===== src/rtl/sc_reg_serializer.sv =====
// Purpose : loads a parallel register word and shifts it out MSB first, one bit per clock.
// Latency : first bit appears the cycle after the start edge; done pulses the cycle after the last bit.
// Backpressure: none; start is ignored while a transfer or its done cycle is in progress, and abort wins over start.
//
// Ports:
//   SC_RegGENERAL_CLOCK_50       system clock, rising edge
//   SC_RegGENERAL_RESET_InHigh   asynchronous active-high reset
//   SC_RegSERIAL_start_InHigh    capture data_InBUS and begin a transfer (IDLE only)
//   SC_RegSERIAL_abort_InHigh    synchronous abort, returns to IDLE without a done pulse
//   SC_RegSERIAL_data_InBUS      parallel word to send
//   SC_RegSERIAL_serial_Out      serial data, MSB first
//   SC_RegSERIAL_busy_Out        high while bits are being shifted out
//   SC_RegSERIAL_done_Out        one-cycle pulse after the last bit
//   SC_RegSERIAL_bitcount_OutBUS bits still to send, including the one on serial_Out
module sc_reg_serializer #(
    parameter int RegSERIAL_DATAWIDTH  = 8,
    parameter int RegSERIAL_COUNTWIDTH = 4
) (
    input  logic                            SC_RegGENERAL_CLOCK_50,
    input  logic                            SC_RegGENERAL_RESET_InHigh,
    input  logic                            SC_RegSERIAL_start_InHigh,
    input  logic                            SC_RegSERIAL_abort_InHigh,
    input  logic [RegSERIAL_DATAWIDTH-1:0]  SC_RegSERIAL_data_InBUS,
    output logic                            SC_RegSERIAL_serial_Out,
    output logic                            SC_RegSERIAL_busy_Out,
    output logic                            SC_RegSERIAL_done_Out,
    output logic [RegSERIAL_COUNTWIDTH-1:0] SC_RegSERIAL_bitcount_OutBUS
);

    localparam int DW = RegSERIAL_DATAWIDTH;
    localparam int CW = RegSERIAL_COUNTWIDTH;

    localparam logic [CW-1:0] CNT_FULL = CW'(DW);
    localparam logic [CW-1:0] CNT_ONE  = CW'(1);
    localparam logic [CW-1:0] CNT_ZERO = '0;
    localparam logic [DW-1:0] REG_ZERO = '0;

    typedef enum logic [1:0] {
        ST_IDLE  = 2'd0,
        ST_SHIFT = 2'd1,
        ST_DONE  = 2'd2
    } state_t;

    state_t        state;
    state_t        state_nxt;
    logic [DW-1:0] shift_reg;
    logic [DW-1:0] shift_reg_nxt;
    logic [CW-1:0] bit_cnt;
    logic [CW-1:0] bit_cnt_nxt;

    // State register: the only place any state changes.
    always_ff @(posedge SC_RegGENERAL_CLOCK_50 or posedge SC_RegGENERAL_RESET_InHigh) begin
        if (SC_RegGENERAL_RESET_InHigh) begin
            state     <= ST_IDLE;
            shift_reg <= REG_ZERO;
            bit_cnt   <= CNT_ZERO;
        end else begin
            state     <= state_nxt;
            shift_reg <= shift_reg_nxt;
            bit_cnt   <= bit_cnt_nxt;
        end
    end

    // Next-state logic. Abort is checked first so it overrides start and
    // suppresses the done pulse from any state.
    always_comb begin
        state_nxt     = state;
        shift_reg_nxt = shift_reg;
        bit_cnt_nxt   = bit_cnt;

        if (SC_RegSERIAL_abort_InHigh) begin
            state_nxt     = ST_IDLE;
            shift_reg_nxt = REG_ZERO;
            bit_cnt_nxt   = CNT_ZERO;
        end else begin
            unique case (state)
                ST_IDLE: begin
                    if (SC_RegSERIAL_start_InHigh) begin
                        state_nxt     = ST_SHIFT;
                        shift_reg_nxt = SC_RegSERIAL_data_InBUS;
                        bit_cnt_nxt   = CNT_FULL;
                    end
                end
                ST_SHIFT: begin
                    // Counter reaching one means the bit on the line now is the last.
                    if (bit_cnt == CNT_ONE) begin
                        state_nxt     = ST_DONE;
                        shift_reg_nxt = REG_ZERO;
                        bit_cnt_nxt   = CNT_ZERO;
                    end else begin
                        shift_reg_nxt = {shift_reg[DW-2:0], 1'b0};
                        bit_cnt_nxt   = bit_cnt - CNT_ONE;
                    end
                end
                ST_DONE: begin
                    state_nxt = ST_IDLE;
                end
                default: begin
                    state_nxt     = ST_IDLE;
                    shift_reg_nxt = REG_ZERO;
                    bit_cnt_nxt   = CNT_ZERO;
                end
            endcase
        end
    end

    // Outputs are decoded purely from registered state, so no input reaches
    // an output combinationally.
    always_comb begin
        SC_RegSERIAL_serial_Out      = 1'b0;
        SC_RegSERIAL_busy_Out        = 1'b0;
        SC_RegSERIAL_done_Out        = 1'b0;
        SC_RegSERIAL_bitcount_OutBUS = CNT_ZERO;
        unique case (state)
            ST_SHIFT: begin
                SC_RegSERIAL_serial_Out      = shift_reg[DW-1];
                SC_RegSERIAL_busy_Out        = 1'b1;
                SC_RegSERIAL_bitcount_OutBUS = bit_cnt;
            end
            ST_DONE: begin
                SC_RegSERIAL_done_Out = 1'b1;
            end
            default: begin
                SC_RegSERIAL_serial_Out = 1'b0;
            end
        endcase
    end

endmodule


===== config.mk =====
export PLATFORM = sky130hd
export DESIGN_NAME = sc_reg_serializer
export DESIGN_NICKNAME = d
export VERILOG_FILES = /design/src/rtl/sc_reg_serializer.sv
export SDC_FILE = /design/constraint.sdc
export NUM_CORES = 1
export LEC_CHECK = 0
export ABC_AREA = 1
export CORE_UTILIZATION = 35
export DETAILED_ROUTE_END_ITERATION = 8
export SLEW_MARGIN = 30
export SYNTH_ARGS = -nofsm -noshare
export SYNTH_HDL_FRONTEND = slang
export SYNTH_SLANG_ARGS = --single-unit

===== constraint.sdc =====
create_clock -name SC_RegGENERAL_CLOCK_50 -period 1.5 [get_ports SC_RegGENERAL_CLOCK_50]
set_input_delay 0.3 -clock SC_RegGENERAL_CLOCK_50 [delete_from_list [all_inputs] [get_ports SC_RegGENERAL_CLOCK_50]]
set_output_delay 0.3 -clock SC_RegGENERAL_CLOCK_50 [all_outputs]
set_load 0.05 [all_outputs]

==> out/results.ini <==
[outcome]
status = finished, violations left
violations = setup timing

[clocking]
cts_tree = built
cts_buffers = 3
clk_transition_reported_paths_ns = 0.09
clk_latency_ns = 0.28
numClockSinks = 14
cts_root_buf = clkbuf_4
htreeDepth = 1
cts_buffer_depth = 2

[sta]
hold_violations = 0
min_period_ns = 1.54
finalSetupTns_ns = -0.0720
setup_viol = 3
rsz0062_at_grt = true
fin_skew_ns = 0.000744
timing_worst_slew_pin_value_ns = 0.212
setup_slack_ns = -0.0356
finalCritPeriodShare = 1.02
fmax_mhz = 651
slew_headroom = 0.858
slew_viol_final = 0

[logic_synthesis]
netlist_instances = 111
syn-num-nets = 125
yosysWarningCount = 0
synth-seq-cells = 14
netlist_area_sq_um = 788
synth.avg_cell_area_sq_um = 7.10
synthDistinctLibCells = 17
ys_seq_area_frac = 0.444

[critical_path]
critical_path_peak_fanout = 2
crit_buf_inv = 3
worst-setup-path-type = reg2out
cp-end-kind = primary output
ff2ff_path_depth = 5
worstReg2RegStart = bit_cnt[0]
crit_path_start_kind = register
crit_path_cell_trace = inv_2 -> buf_4 -> nor2_2 -> buf_12
cp.required_ns = 1.20
cp.arrival_ns = 1.24
cp_slowest_cell = dfrtp_1
cpLargestDelayFamily = flip-flops
reg2reg_slack_ns = 0.11
endpoint = SC_RegSERIAL_done_Out
timing.rr.end = bit_cnt[1]
cp.depth = 4
cp-startpoint = state[1]
max_stage_delay_ns = 0.39

[die]
coreArea_sq_um = 2040
dieArea_sq_um = 2450
dieWidth_um = 49.5
start_util = 0.386
die_h_um = 49.5
num_io_pins = 19
num_rows = 16

[detailed_routing]
first_pass_iters = 4
wl_per_cell_um = 11.9
num_vias = 842
ant_nets = 0
drtIter0Drc = 17
vias_per_cell = 4.78
drc = 0
wirelength_um = 2090

[place]
gp_congestion = 0.782
dp_hpwl_um = 1400
numPortBuffers = 18

[final_layout]
largest_reg_flops = 8
drive_gt1_frac = 0.302
fin_nets = 164
layout_commonest_cell = nand2_1
nFillCells = 192
multi_input_area_sq_um = 435
seqCellArea_sq_um = 352
antenna_cells = 0
layout_common_cells = nand2_1, buf_4, dfrtp_1, clkdlybuf4s50_1, nand3_1
area_delta_synth_final_pct = 63.5

[grt]
track_usage = 0.171
grt_max_degree = 15
grt_antenna_before_repair = 0
grt_pass1_wl_um = 3190
grt_overflow = 0
grt_pass1_vias = 732

[pwr]
finalPower_w = 0.00120
p_leak_nw = 0.646
powerDensity_nw_per_um2 = 928
ir_drop_v = 0.000597

[min_path]
hold_class = in2async

[job]
drv_cap = 0

## cell families (layout without fill, tap and decap cells)
kind of cell	after synthesis	after routing	share of synthesized area
adder cells (fa/ha/maj)	2	2	0.0317
AND/OR/NAND/NOR	76	76	0.405
flip-flops	14	14	0.444
AO/OA/AOI/OAI	6	6	0.0476
buffers and inverters	13	51	0.0714
## worst register-to-register path, delay by kind of cell (launching register included)
family                   cells  cell delay [ns]
flip-flops                   1             0.37
AO/OA/AOI/OAI                1             0.25
buffers and inverters        3             0.41
adder cells (fa/ha/maj)      1             0.28
## where the power goes
| part | total [W] | leakage, nW | internal (W) | switching [W] |
|---|---|---|---|---|
| clock network | 0.000273 | 0.0210 | 0.000148 | 0.000126 |
| logic | 0.000465 | 0.442 | 0.000203 | 0.000262 |
| registers | 0.000457 | 0.184 | 0.000421 | 0.0000359 |
| total | 0.00120 | 0.646 | 0.000772 | 0.000424 |
## synthesized netlist by cell type (all sizes together)
| library cell | number | area share |
|---|---|---|
| dfrtp | 14 | 0.44 |
| nand2 | 52 | 0.26 |
| nand4 | 1 | 0.0079 |
| a21oi | 1 | 0.0063 |
| nor3 | 1 | 0.0063 |
| nand3 | 10 | 0.063 |
| o21ai | 4 | 0.030 |
| inv | 12 | 0.057 |
| ha | 2 | 0.032 |
| o32ai | 1 | 0.011 |
| buf | 1 | 0.014 |
| nor2 | 12 | 0.070 |
## per-layer routing
| layer | wire length (um) | part of all wire | track usage |
|---|---|---|---|
| met1 | 983 | 0.47 | 0.230 |
| met4 | 25 | 0.012 | 0.0238 |
| met5 | 0 | 0 | 0 |
| met3 | 85 | 0.041 | 0.0586 |
| met2 | 996 | 0.48 | 0.269 |
## how the worst min path moves through the flow
stage,endpoint,slack [ns],depth (start not counted)
2_1_floorplan,bit_cnt[0],0.19,1
3_3_place_gp,shift_reg[4],0.47,2
3_5_place_dp,shift_reg[3],0.47,2
4_1_cts,bit_cnt[2],0.32,3
5_1_grt,bit_cnt[2],0.33,3
6_report,bit_cnt[2],0.31,3
## metrics by stage
step	cells	utilization	hold WS (ns)	instance area [sq um]	setup WS, ns
after CTS	168	0.599	0.317	1220	0.00460
final	176	0.631	0.311	1290	-0.0356
after global placement	162	0.545	0.467	1110	0.0395
after detailed placement	162	0.545	0.470	1110	0.0342
after global routing	176	0.631	0.333	1290	-0.0909
after floorplan	111	-	0.189	788	-0.0608
## area by class of cell
class                      count  area share
multi-input combinational     84       0.338
timing repair buffer          35       0.293
sequential                    14       0.273
inverter                      12      0.0417
clock buffer                   4      0.0282
tap                           27      0.0262
## timing repair
item,CTS,global route
pin swaps,0,3
buffers inserted,2,8
setup endpoints to repair,6,10
hold buffers,0,0
gates cloned,0,0
gates resized for setup,15,2
Power figures use the tool's default switching activity.
